## src/rtl/button_seq_pkg.sv

```systemverilog
// rtl/button_seq_pkg.sv - shared states, PIO register map and helpers for the button sequencer
package button_seq_pkg;

    typedef enum logic [3:0] {
        S_INIT,
        S_IDLE,
        S_MASK_WR,
        S_RD_CAP,
        S_CAP_WAIT,
        S_CLR,
        S_RD_DAT,
        S_DAT_WAIT,
        S_EMIT,
        S_HOLD,
        S_FLUSH
    } state_e;

    localparam logic [1:0] ADDR_DATA = 2'd0;
    localparam logic [1:0] ADDR_MASK = 2'd2;
    localparam logic [1:0] ADDR_CAP  = 2'd3;

    function automatic logic [2:0] lowest_set(input logic [7:0] v);
        lowest_set = 3'd0;
        for (int i = 7; i >= 0; i--) begin
            if (v[i]) begin
                lowest_set = 3'(i);
            end
        end
    endfunction

endpackage

```

## src/rtl/button_pio_sequencer_holdoff_timer.sv

```systemverilog
// rtl/button_pio_sequencer_holdoff_timer.sv - debounce holdoff down-counter with single-cycle done pulse
module button_holdoff_timer #(
    parameter int HOLDOFF_CYCLES = 500000
) (
    input  logic clk_i,
    input  logic resetn_i,
    input  logic start_i,
    output logic done_o
);

    localparam int CW = (HOLDOFF_CYCLES > 0) ? $clog2(HOLDOFF_CYCLES + 1) : 1;

    logic [CW-1:0] cnt_q;
    logic          run_q;

    // start_i marks the first holdoff cycle; done_o fires in the last one.
    always_comb begin
        done_o = 1'b0;
        if (start_i) begin
            done_o = (HOLDOFF_CYCLES <= 1);
        end else begin
            done_o = run_q && (cnt_q == CW'(1));
        end
    end

    always_ff @(posedge clk_i) begin
        if (!resetn_i) begin
            cnt_q <= '0;
            run_q <= 1'b0;
        end else if (start_i && (HOLDOFF_CYCLES > 1)) begin
            cnt_q <= CW'(HOLDOFF_CYCLES - 1);
            run_q <= 1'b1;
        end else if (done_o) begin
            run_q <= 1'b0;
        end else if (run_q && (cnt_q > CW'(1))) begin
            cnt_q <= cnt_q - CW'(1);
        end
    end

endmodule

```

## src/rtl/button_pio_sequencer.sv

```systemverilog
// rtl/button_pio_sequencer.sv - Avalon-MM master servicing an edge-capturing button PIO
module button_pio_sequencer
    import button_seq_pkg::*;
#(
    parameter int            DW             = 8,
    parameter logic [DW-1:0] INIT_MASK      = 8'hFF,
    parameter int            HOLDOFF_CYCLES = 500000,
    parameter bit            ACTIVE_LOW     = 1'b1
) (
    input  logic          clk,
    input  logic          reset_n,
    input  logic [DW-1:0] cfg_mask,
    input  logic          cfg_load,
    output logic [1:0]    pio_address,
    output logic          pio_chipselect,
    output logic          pio_write_n,
    output logic [DW-1:0] pio_writedata,
    input  logic [DW-1:0] pio_readdata,
    input  logic          pio_irq,
    output logic          evt_valid,
    input  logic          evt_ready,
    output logic [2:0]    evt_index,
    output logic          evt_pressed,
    output logic          busy
);

    state_e        state_q;
    logic          cs_q, wn_q, busy_q;
    logic [1:0]    addr_q;
    logic [DW-1:0] wdata_q, cap_q, data_q, mask_lat_q, cap_d;
    logic          mask_pend_q, hold_start_q, hold_done;
    logic          evt_valid_q, evt_pressed_q;
    logic [2:0]    evt_index_q, first_idx, next_idx;

    always_comb begin
        cap_d     = cap_q & ~(DW'(1) << evt_index_q);
        first_idx = lowest_set(8'(cap_q));
        next_idx  = lowest_set(8'(cap_d));
    end

    button_holdoff_timer #(.HOLDOFF_CYCLES(HOLDOFF_CYCLES)) u_timer (
        .clk_i   (clk),
        .resetn_i(reset_n),
        .start_i (hold_start_q),
        .done_o  (hold_done)
    );

    // All outputs are registered, so each state's bus cycle appears one cycle after the state.
    always_ff @(posedge clk) begin
        if (!reset_n) begin
            state_q       <= S_INIT;
            cs_q          <= 1'b0;
            wn_q          <= 1'b1;
            addr_q        <= '0;
            wdata_q       <= '0;
            evt_valid_q   <= 1'b0;
            evt_index_q   <= '0;
            evt_pressed_q <= 1'b0;
            busy_q        <= 1'b1;
            cap_q         <= '0;
            data_q        <= '0;
            mask_lat_q    <= '0;
            mask_pend_q   <= 1'b0;
            hold_start_q  <= 1'b0;
        end else begin
            cs_q         <= 1'b0;
            wn_q         <= 1'b1;
            hold_start_q <= 1'b0;
            busy_q       <= (state_q != S_IDLE);
            case (state_q)
                S_INIT: begin
                    {cs_q, wn_q, addr_q, wdata_q} <= {1'b1, 1'b0, ADDR_MASK, INIT_MASK};
                    state_q <= S_IDLE;
                end
                S_IDLE: begin
                    // irq is stale while a clear/mask write is still on the bus
                    if (mask_pend_q) begin
                        state_q <= S_MASK_WR;
                    end else if (pio_irq && !(cs_q && !wn_q)) begin
                        state_q <= S_RD_CAP;
                    end
                end
                S_MASK_WR: begin
                    {cs_q, wn_q, addr_q, wdata_q} <= {1'b1, 1'b0, ADDR_MASK, mask_lat_q};
                    mask_pend_q <= 1'b0;
                    state_q     <= S_IDLE;
                end
                S_RD_CAP: begin
                    cs_q    <= 1'b1;
                    addr_q  <= ADDR_CAP;
                    state_q <= S_CAP_WAIT;
                end
                S_CAP_WAIT: begin
                    cs_q    <= 1'b1;
                    state_q <= S_CLR;
                end
                S_CLR: begin
                    cap_q <= pio_readdata;
                    {cs_q, wn_q, addr_q, wdata_q} <= {1'b1, 1'b0, ADDR_CAP, {DW{1'b0}}};
                    state_q <= S_RD_DAT;
                end
                S_RD_DAT: begin
                    cs_q    <= 1'b1;
                    addr_q  <= ADDR_DATA;
                    state_q <= S_DAT_WAIT;
                end
                S_DAT_WAIT: begin
                    cs_q    <= 1'b1;
                    state_q <= S_EMIT;
                end
                S_EMIT: begin
                    if (!evt_valid_q) begin
                        data_q <= pio_readdata;
                        if (cap_q == '0) begin
                            state_q      <= (HOLDOFF_CYCLES == 0) ? S_FLUSH : S_HOLD;
                            hold_start_q <= 1'b1;
                        end else begin
                            evt_valid_q   <= 1'b1;
                            evt_index_q   <= first_idx;
                            evt_pressed_q <= pio_readdata[first_idx] ^ ACTIVE_LOW;
                        end
                    end else if (evt_ready) begin
                        cap_q <= cap_d;
                        if (cap_d == '0) begin
                            evt_valid_q  <= 1'b0;
                            state_q      <= (HOLDOFF_CYCLES == 0) ? S_FLUSH : S_HOLD;
                            hold_start_q <= 1'b1;
                        end else begin
                            evt_index_q   <= next_idx;
                            evt_pressed_q <= data_q[next_idx] ^ ACTIVE_LOW;
                        end
                    end
                end
                S_HOLD: begin
                    if (hold_done) begin
                        state_q <= S_FLUSH;
                    end
                end
                S_FLUSH: begin
                    {cs_q, wn_q, addr_q, wdata_q} <= {1'b1, 1'b0, ADDR_CAP, {DW{1'b0}}};
                    state_q <= S_IDLE;
                end
                default: state_q <= S_INIT;
            endcase
            if (cfg_load) begin
                mask_lat_q  <= cfg_mask;
                mask_pend_q <= 1'b1;
            end
        end
    end

    assign pio_address    = addr_q;
    assign pio_chipselect = cs_q;
    assign pio_write_n    = wn_q;
    assign pio_writedata  = wdata_q;
    assign evt_valid      = evt_valid_q;
    assign evt_index      = evt_index_q;
    assign evt_pressed    = evt_pressed_q;
    assign busy           = busy_q;

endmodule

```

## config.mk

```make
export PLATFORM = sky130hd
export DESIGN_NAME = button_pio_sequencer
export DESIGN_NICKNAME = d
export VERILOG_FILES = /design/src/rtl/button_seq_pkg.sv /design/src/rtl/button_pio_sequencer_holdoff_timer.sv /design/src/rtl/button_pio_sequencer.sv
export SDC_FILE = /design/constraint.sdc
export NUM_CORES = 1
export LEC_CHECK = 0
export ABC_AREA = 1
export BUFFER_PORTS_ARGS = -buffer_cell sky130_fd_sc_hd__buf_4
export CAP_MARGIN = 10
export CELL_PAD_IN_SITES_DETAIL_PLACEMENT = 0
export CELL_PAD_IN_SITES_GLOBAL_PLACEMENT = 1
export CORE_MARGIN = 3
export CORE_UTILIZATION = 42
export CTS_CLUSTER_SIZE = 8
export DETAILED_ROUTE_END_ITERATION = 8
export GPL_TIMING_DRIVEN = 0
export PLACE_DENSITY_LB_ADDON = 0.2
export SLEW_MARGIN = 20
export SYNTH_ARGS = -nofsm -noshare
export SYNTH_HDL_FRONTEND = slang
export SYNTH_HIERARCHICAL = 1
export SYNTH_SLANG_ARGS = --single-unit
```

## constraint.sdc

```tcl
create_clock -name clk -period 2.1 [get_ports clk]
set_clock_uncertainty 0.15 [all_clocks]
set_input_delay 0.21 -clock clk [delete_from_list [all_inputs] [get_ports clk]]
set_output_delay 0.21 -clock clk [all_outputs]
set_load 0.05 [all_outputs]
```

==> results.txt, run 1 <==
The maximum number of pins on one net before global-route repair came out at 17. The clock transition at the register clock pins on the worst setup and hold paths after CTS came out at 0.08 ns. Summed over all layers, the global routing overflow is 0. The number of global-route vias before repair is 3623. Of the total power, the clock network draws 0.298. The largest delay contributor family on the critical path is simple AND/OR/NAND/NOR gates. During synthesis, Yosys emitted a total of 6 warnings. The sum of routed wire length over all layers came out at 9920 um. The number of max-cap violations is 0. The overall die width is 100 um. The leakage power summed over all cells is 0.00206 uW. The most used flip-flop cell after synthesis is sky130_fd_sc_hd__dfxtp_1. Setup violations remaining at the end of the flow were counted as 0. The share of cells above drive strength 1 came out at 0.184.

The flow ran to the end, and the final reports show no timing, DRC or antenna violations. The H-tree depth came out at 3. At the later pin of the worst-skew pair, clock insertion delay measures 0.34 ns. The path with the worst hold slack has its endpoint at data_q[7].

The number of buffers between clock root and the deepest sink came out at 2. The row count came out at 33. Traced cell by cell, the critical path runs through inv_4, nand2_1, o21ai_2, nand2_1, a21oi_2, nor2_1, nor2_2, inv_2, nand3_1, nand2_1, nand2_1, nand2_1, nor2_1, nor2_1. The clock sink total came out at 68. The logic gate share of total power came out at 0.261. The total nets after synthesis is just under 600. The critical path contains buffers and inverters numbering 2 combined. The region available for standard cell placement spans 8420 um^2.

Setup total negative slack on the finished layout was measured at 0 ns. The largest vdd supply drop is about 0.43 mV. The post-place setup slack came out at 0.0877 ns.

The switching power share of the total came out at 0.359. The critical path is of the register to register type. The number of cells on the worst reg-to-reg path is 14. The sequential-to-total area share from yosys stat is 0.364. The tree is rooted in a sky130_fd_sc_hd__clkbuf_8. Signal routing reaches up to met4. From synthesis to final layout, the design area changed by 19.2%. The routed wire length on met2 came out at 4590 um. The total global-route track usage came out at 0.207. The endpoint identified for the worst register-to-register timing path is evt_pressed.

In this run the most critical hold path is launched from pio_readdata[7]. The vertical extent of the die is 100 um. Post-CTS timing repair inserted 0 buffers for setup. The number of enable flip-flop cells after synthesis is 0.

The biggest fanout along the worst timing path is 5. In this run, placement finished with an instance count of between 700 and 800. Sorting the synthesized cells by area gives the leading types as sky130_fd_sc_hd__dfxtp_1 36%, sky130_fd_sc_hd__nand2_1 12%, sky130_fd_sc_hd__nor2_1 7.9%. At the end of routability-driven placement, the weighted congestion stood at ~0.86. The part of the cycle the worst path needs came out at 0.923.

The area occupied by multi-input gates came out at 2080 um^2. The top-level I/O count came out at 39. The cell area after synthesis is 3740 um^2. The cell that appears most often on the critical path is sky130_fd_sc_hd__nand2_1. The HPWL after detailed placement is about 7500 um.

The number of hold-slack violations in the final timing report came to 0. The top cell type's share of synthesized area is 0.364. At the worst endpoint, the required time is 2.19 ns. In this run the tool buffered the top-level ports with 38 buffer cells. Setup repair after global routing could not meet its margin everywhere. The data arrival at the endpoint of the critical path came out at 2.03 ns.

The register area came out at 1370 um^2. The routed wire length per instance came out at 13.7 um. The initial utilization of the core area, before any placement, comes to 0.444.

At the pin with the least slew margin, the transition time is 0.509 ns. The internal power component is 2120 uW. The count of state elements after synthesis came out at 68. The power density normalized to cell area came out at between 700 and 800 nW/um^2. The count of routing violations after the opening detailed-route iteration is 241.

The die covers 10100 um^2. The post-layout minimum cycle time is 1.94 ns. The cell type of the slowest stage on the worst timing path is sky130_fd_sc_hd__dfxtp_2. The met1 layer wirelength in the final routing came out at 4820 um. The per-cell via count in the routed design came out at 5.18. The async set or reset register ratio after synthesis came out at 0. The worst hold path belongs to the class input pin to register. The number of pins with negative max-slew slack in the final report is 0. The wire length of the first global-routing pass is 16900 um. The slack of the critical path came out at 0.161 ns. The critical register-to-register path startpoint is evt_index[1]. In this run the remaining antenna-violating nets after routing total 0. The number of DRC violations after detailed routing is 0.

The cell count after synthesis is 559. The count of antenna diodes in the layout is 0. The maximum frequency from static timing analysis came out at 516 MHz. The number of filler cells placed in the layout is 856. The via count of the routed design came out at 3758. The total placed instance area is 4160 um^2.

The first TritonRoute pass finished after 5 iterations. The average size of a mapped cell came out at between 6 and 7 um^2. Clock tree synthesis inserted a total of 9 buffers. The final non-filler cell total is 726. The depth of the worst hold-timing path came out at 3. The post-layout net count is 639. The count of distinct cell types in the synthesized netlist came out at 40. The maximum single-stage delay on the critical path is 0.38 ns. Measured against its own limit, the worst slew margin works out to 0.661. The initial antenna violation count came out at 0.

The met3 wire length came out at approximately 460 um. The most common cell in the synthesized netlist is sky130_fd_sc_hd__nand2_1. The TritonCTS clock tree is yes.

The share of total power dissipated in sequential elements is 0.440. STA classifies the critical path endpoint as a register. The element type at the critical path start is a register. Of all cell types, the one taking the most synthesized area is sky130_fd_sc_hd__dfxtp_1. Ranked by instance count, the synthesized netlist is headed by 116 x sky130_fd_sc_hd__nand2_1, 79 x sky130_fd_sc_hd__nor2_1, 68 x sky130_fd_sc_hd__dfxtp_1. The design area came out at 4460 um^2. The power dissipated by switching net loads is 1190 uW.

The worst register-to-register path has a setup slack of between 0.15 and 0.2 ns.
-- worst min-delay path, cell delays in order --
cell	delay (ns)
sky130_fd_sc_hd__buf_4	0.13
sky130_fd_sc_hd__nand3_1	0.09
sky130_fd_sc_hd__a21oi_1	0.06
-- cell usage in the layout, fill, tap and decap left out, types with 4 or more instances in the layout --
cell type	n
sky130_fd_sc_hd__buf_4	38
sky130_fd_sc_hd__xnor2_1	4
sky130_fd_sc_hd__dfxtp_1	65
sky130_fd_sc_hd__nand2_1	113
sky130_fd_sc_hd__dlygate4sd3_1	8
sky130_fd_sc_hd__nor2_2	14
sky130_fd_sc_hd__a31oi_1	5
sky130_fd_sc_hd__inv_1	56
sky130_fd_sc_hd__inv_2	5
sky130_fd_sc_hd__xor2_1	5
sky130_fd_sc_hd__nand2_2	9
sky130_fd_sc_hd__nand3_1	52
sky130_fd_sc_hd__nor2_4	4
sky130_fd_sc_hd__nor3_1	9
sky130_fd_sc_hd__buf_6	4
sky130_fd_sc_hd__nor2_1	75
sky130_fd_sc_hd__a21oi_1	51
sky130_fd_sc_hd__clkbuf_8	10
sky130_fd_sc_hd__o21ai_0	36
sky130_fd_sc_hd__nand4_1	5
sky130_fd_sc_hd__clkbuf_1	7
-- power by group through the flow --
stage	clock (uW)	combinational, uW	sequential (uW)
floorplan	0	367	1690
global placement	0	835	1480
detailed placement	0	838	1480
CTS	1010	852	1450
global route	1070	949	1460
finish	986	864	1450
-- metal layers --
| layer | track usage | vias up |
|---|---|---|
| li1 | - | 1944 |
| met1 | 0.276 | 1734 |
| met2 | 0.338 | 76 |
| met3 | 0.0466 | 4 |
| met4 | 0.0560 | 0 |
| met5 | 0 | - |
-- worst max path at each step --
stage	from	to	slack (ns)	depth (start not counted)
finish	evt_index[1]	evt_pressed	0.16	14
global route	evt_index[2]	evt_index[0]	0.003	9
CTS	state_q[2]	pio_writedata[6]	0.07	6
detailed placement	state_q[2]	pio_writedata[6]	0.09	6
global placement	state_q[2]	pio_writedata[5]	0.11	6
floorplan	evt_index[0]	evt_pressed	0.05	13
-- through the flow --
| step | utilization | power [uW] | hold slack (ns) |
|---|---|---|---|
| floorplan | - | 2060 | 0.158 |
| global route | 0.529 | 3480 | 0.00953 |
| detailed placement | 0.493 | 2320 | 0.289 |
| finish | 0.529 | 3300 | 0.0354 |
| global placement | 0.493 | 2310 | 0.282 |
| CTS | 0.524 | 3310 | 0.0137 |
-- final cells by class --
type / instances / area share
clock inverters: 6 / 0.00899
inverters: 66 / 0.0573
well taps: 105 / 0.0295
plain buffers: 13 / 0.0188
clock buffers: 10 / 0.0309
flip-flops and latches: 68 / 0.306
repair buffers: 46 / 0.0820
multi-input cells: 412 / 0.466
-- what timing repair did --
item                                    in CTS  in global routing
resized for setup                            0                 17
endpoints found under the hold margin        8                  0
hold buffers                                 8                  0
endpoints found under the setup margin       0                 16
-- kinds of logic after synthesis --
kind of cell,synth area share
AO/OA/AOI/OAI,0.162
XOR/XNOR,0.0211
adder cells (fa/ha/maj),0.00669
buffers and inverters,0.0887
flip-flops,0.364
AND/OR/NAND/NOR,0.358
-- state kept, by name, summed over array words and instances, names as in the netlist, 2 cells and up --
signal,cells
pio_writedata,8
mask_lat_q,8
cap_q,8
data_q,8
pio_address,2
u_timer/cnt_q,19
state_q,4
evt_index,3
No activity file was read; power rests on OpenSTA's default activity.
==> run 2: changes to the inputs <==
--- a/config.mk
+++ b/config.mk
@@ -10,6 +10,7 @@
 export CAP_MARGIN = 10
 export CELL_PAD_IN_SITES_DETAIL_PLACEMENT = 0
 export CELL_PAD_IN_SITES_GLOBAL_PLACEMENT = 1
+export CORE_ASPECT_RATIO = 1.4
 export CORE_MARGIN = 3
 export CORE_UTILIZATION = 42
 export CTS_CLUSTER_SIZE = 8
==> run 2 against run 1 <==
  * First-iteration DRC count fell by 22%
  * Utilization rose by 1.1 points
  * Non-clock buffer count rose by 1
  * Critical path type unchanged
  * Largest power group is now the clock network
  * Highest routed layer unchanged
==> results.txt, run 2 (synthesized netlist as in run 1, its figures left out) <==
Among all stages on the critical path, the largest delay is contributed by sky130_fd_sc_hd__dfxtp_1. The total global-route track usage is 0.207. The via count of the routed design is roughly 3800. The H-tree depth is 3. The share of cells above drive strength 1 is 0.183. The number of max-cap violations came out at 0. The post-layout minimum cycle time is 1.96 ns. Walking the worst path, the cells encountered are inv_2, nand2_2, o21ai_2, nand2_1, a21oi_1, nor2_1, nor2_4, inv_2, nand3_1, nand2_1, nand2_1, nand2_1, nor2_1, nor2_1. The routed wire length per instance is 13.7 um. The element type at the critical path start is a register. The per-cell via count in the routed design came out at 5.21. The data arrival at the endpoint of the critical path is 2.04 ns. STA puts the critical path data required time at ~2.2 ns. The row count is 40. The maximum single-stage delay on the critical path is roughly 0.35 ns. The logic gate share of total power is 0.216. The number of optimization iterations in the first detailed-route pass is 4. The TritonCTS clock tree is yes. The register with the most flip-flops in the final layout is u_timer/cnt_q. The effective utilization at floorplan is 0.434. The worst pin sits at a relative slew slack of 0.694. The sequential group share of total power is 0.364. The first global-routing pass estimated between 15000 and 20000 um of wire.

The maximum frequency from static timing analysis is just over 500 MHz. Global routing finished with a remaining overflow of 0. Setup repair after global routing could not meet its margin everywhere. The biggest fanout along the worst timing path came out at 5.

In this run the horizontal extent of the chip is between 80 and 90 um. The top-level I/O count came out at 39. The clock insertion delay at the later pin of the skew report came out at 0.33 ns. The run finished with clean final reports.

The number of buffers between clock root and the deepest sink came out at 2. The HPWL after detailed placement is 7630 um. The library cell used most frequently in the layout, excluding fill and tap cells, is sky130_fd_sc_hd__nand2_1. The core area came out at 8610 um^2.

The vertical extent of the die is 118 um. After the last flow step, the layout net total stands at 640. The design area came out at 4650 um^2. For this design the ratio of total power to cell area is 860 nW/um^2. The path class of the tightest hold or removal check is input pin to register.

The clock network fraction of design power is 0.419. The depth of the worst hold-timing path is 3. The top cell types in the final layout, fill and taps aside, are 112 x sky130_fd_sc_hd__nand2_1, 74 x sky130_fd_sc_hd__nor2_1, 66 x sky130_fd_sc_hd__dfxtp_1. In the finished design, the share of the clock period the worst path needs comes to 0.933. The number of pins with negative max-slew slack in the final report came out at 0. VDD sags by at most 0.760 mV. The number of global-route vias before repair is 3672.

The post-place setup slack is 0.0601 ns. The leakage power summed over all cells is 0.00213 uW. The worst flop-to-flop path endpoint is evt_pressed.

For hold timing, the worst endpoint is data_q[5]. The maximum number of pins on one net before global-route repair came out at 17. The length in cells of the worst reg-to-reg path is 14.

The switching power share of the total is 0.307. The slack of the critical path came out at approximately 0.14 ns. The cell type with the highest occurrence count on the critical path is sky130_fd_sc_hd__nand2_1. Compared with the post-synthesis result, the final layout area differs by 24.3%. The number of hold-slack violations in the final timing report came out at 0. The transition time at the pin with the least slew margin came out at 0.459 ns. The number of port buffers came out at 38. The sum of routed wire length over all layers came out at 9990 um. The die area came out at 10100 um^2.

In this run the critical register-to-register path is launched from evt_index[1]. STA classifies the critical path endpoint as a register. The kind of critical path is register to register. The largest delay contributor family on the critical path is simple AND/OR/NAND/NOR gates.

Clock tree synthesis inserted a total of 9 buffers. The power dissipated by switching net loads is around 1200 uW. For flop-to-flop paths, the worst setup slack is 0.14 ns. CTS placed an instance of sky130_fd_sc_hd__clkbuf_16 at the clock tree root. The flip-flop count of the largest register after layout is 19.

The detail route stage leaves a number of antenna-violating nets equal to 0. The startpoint identified for the worst hold timing path is pio_readdata[5]. The internal power component came out at 2770 uW. The count of antenna diodes in the layout came out at 0. The number of DRC violations after detailed routing came out at 0. After clock tree synthesis, the clock-pin slew on the worst setup and hold paths is 0.05 ns. The clock drives 68 sinks. The count of routing violations after the opening detailed-route iteration is ~190. The initial antenna violation count is 0. The total placed instance area is 4160 um^2. Setup violations remaining at the end of the flow were counted as 0. At the end of routability-driven placement, the weighted congestion stood at 0.919. The total buffers and inverters traversed by the critical path came out at 2.
==> run 2: through the flow <==
step           instances  setup TNS (ns)  hold slack, ns  utilization  total power [uW]
2_1_floorplan        559               0           0.158            -              2060
3_3_place_gp         702               0           0.282        0.483              2310
3_5_place_dp         702               0           0.290        0.483              2310
4_1_cts              726               0          0.0235        0.531              4030
5_1_grt              727         -0.0777          0.0320        0.540              4180
6_report             727               0          0.0349        0.540              4000
==> run 2: final cells by class <==
type	count	area [um^2]
buffer	12	76.3
sequential	68	1360
clock inverter	5	83.8
fill	878	3960
inverter	66	250
timing repair buffer	48	380
clock buffer	11	253
multi-input combinational	412	2110
tap	105	131
==> run 2: worst min-delay path: stages <==
cell	delay (ns)
sky130_fd_sc_hd__buf_4	0.12
sky130_fd_sc_hd__nand3_1	0.08
sky130_fd_sc_hd__a21oi_1	0.06
==> run 2: timing repair <==
action,in CTS,in global routing
resized for setup,0,17
buffers inserted,0,2
hold buffers,8,0
setup endpoints to repair,0,15
hold endpoints to repair,8,0
==> run 2: worst max-delay path by stage <==
stage,start,to,slack (ns),depth (start not counted)
finish,evt_index[1],evt_pressed,0.14,14
global route,evt_index[1],evt_pressed,-0.06,14
CTS,state_q[1],evt_pressed,0.05,10
detailed placement,state_q[1],evt_pressed,0.06,10
global placement,state_q[1],evt_pressed,0.11,10
floorplan,evt_index[0],evt_pressed,0.05,13
==> run 2: per-layer routing <==
metal | global-route usage | vias to the layer above | part of all wire
li1 | - | 1940 | -
met1 | 0.222 | 1729 | 0.40
met2 | 0.370 | 87 | 0.52
met3 | 0.0455 | 33 | 0.039
met4 | 0.107 | 0 | 0.040
met5 | 0 | - | 0
==> run 2: power by group through the flow <==
stage,combinational [uW],sequential [uW],clock (uW)
after floorplan,367,1690,0
after global placement,831,1480,0
after detailed placement,836,1480,0
after CTS,853,1450,1720
after global routing,945,1470,1760
final,865,1460,1670
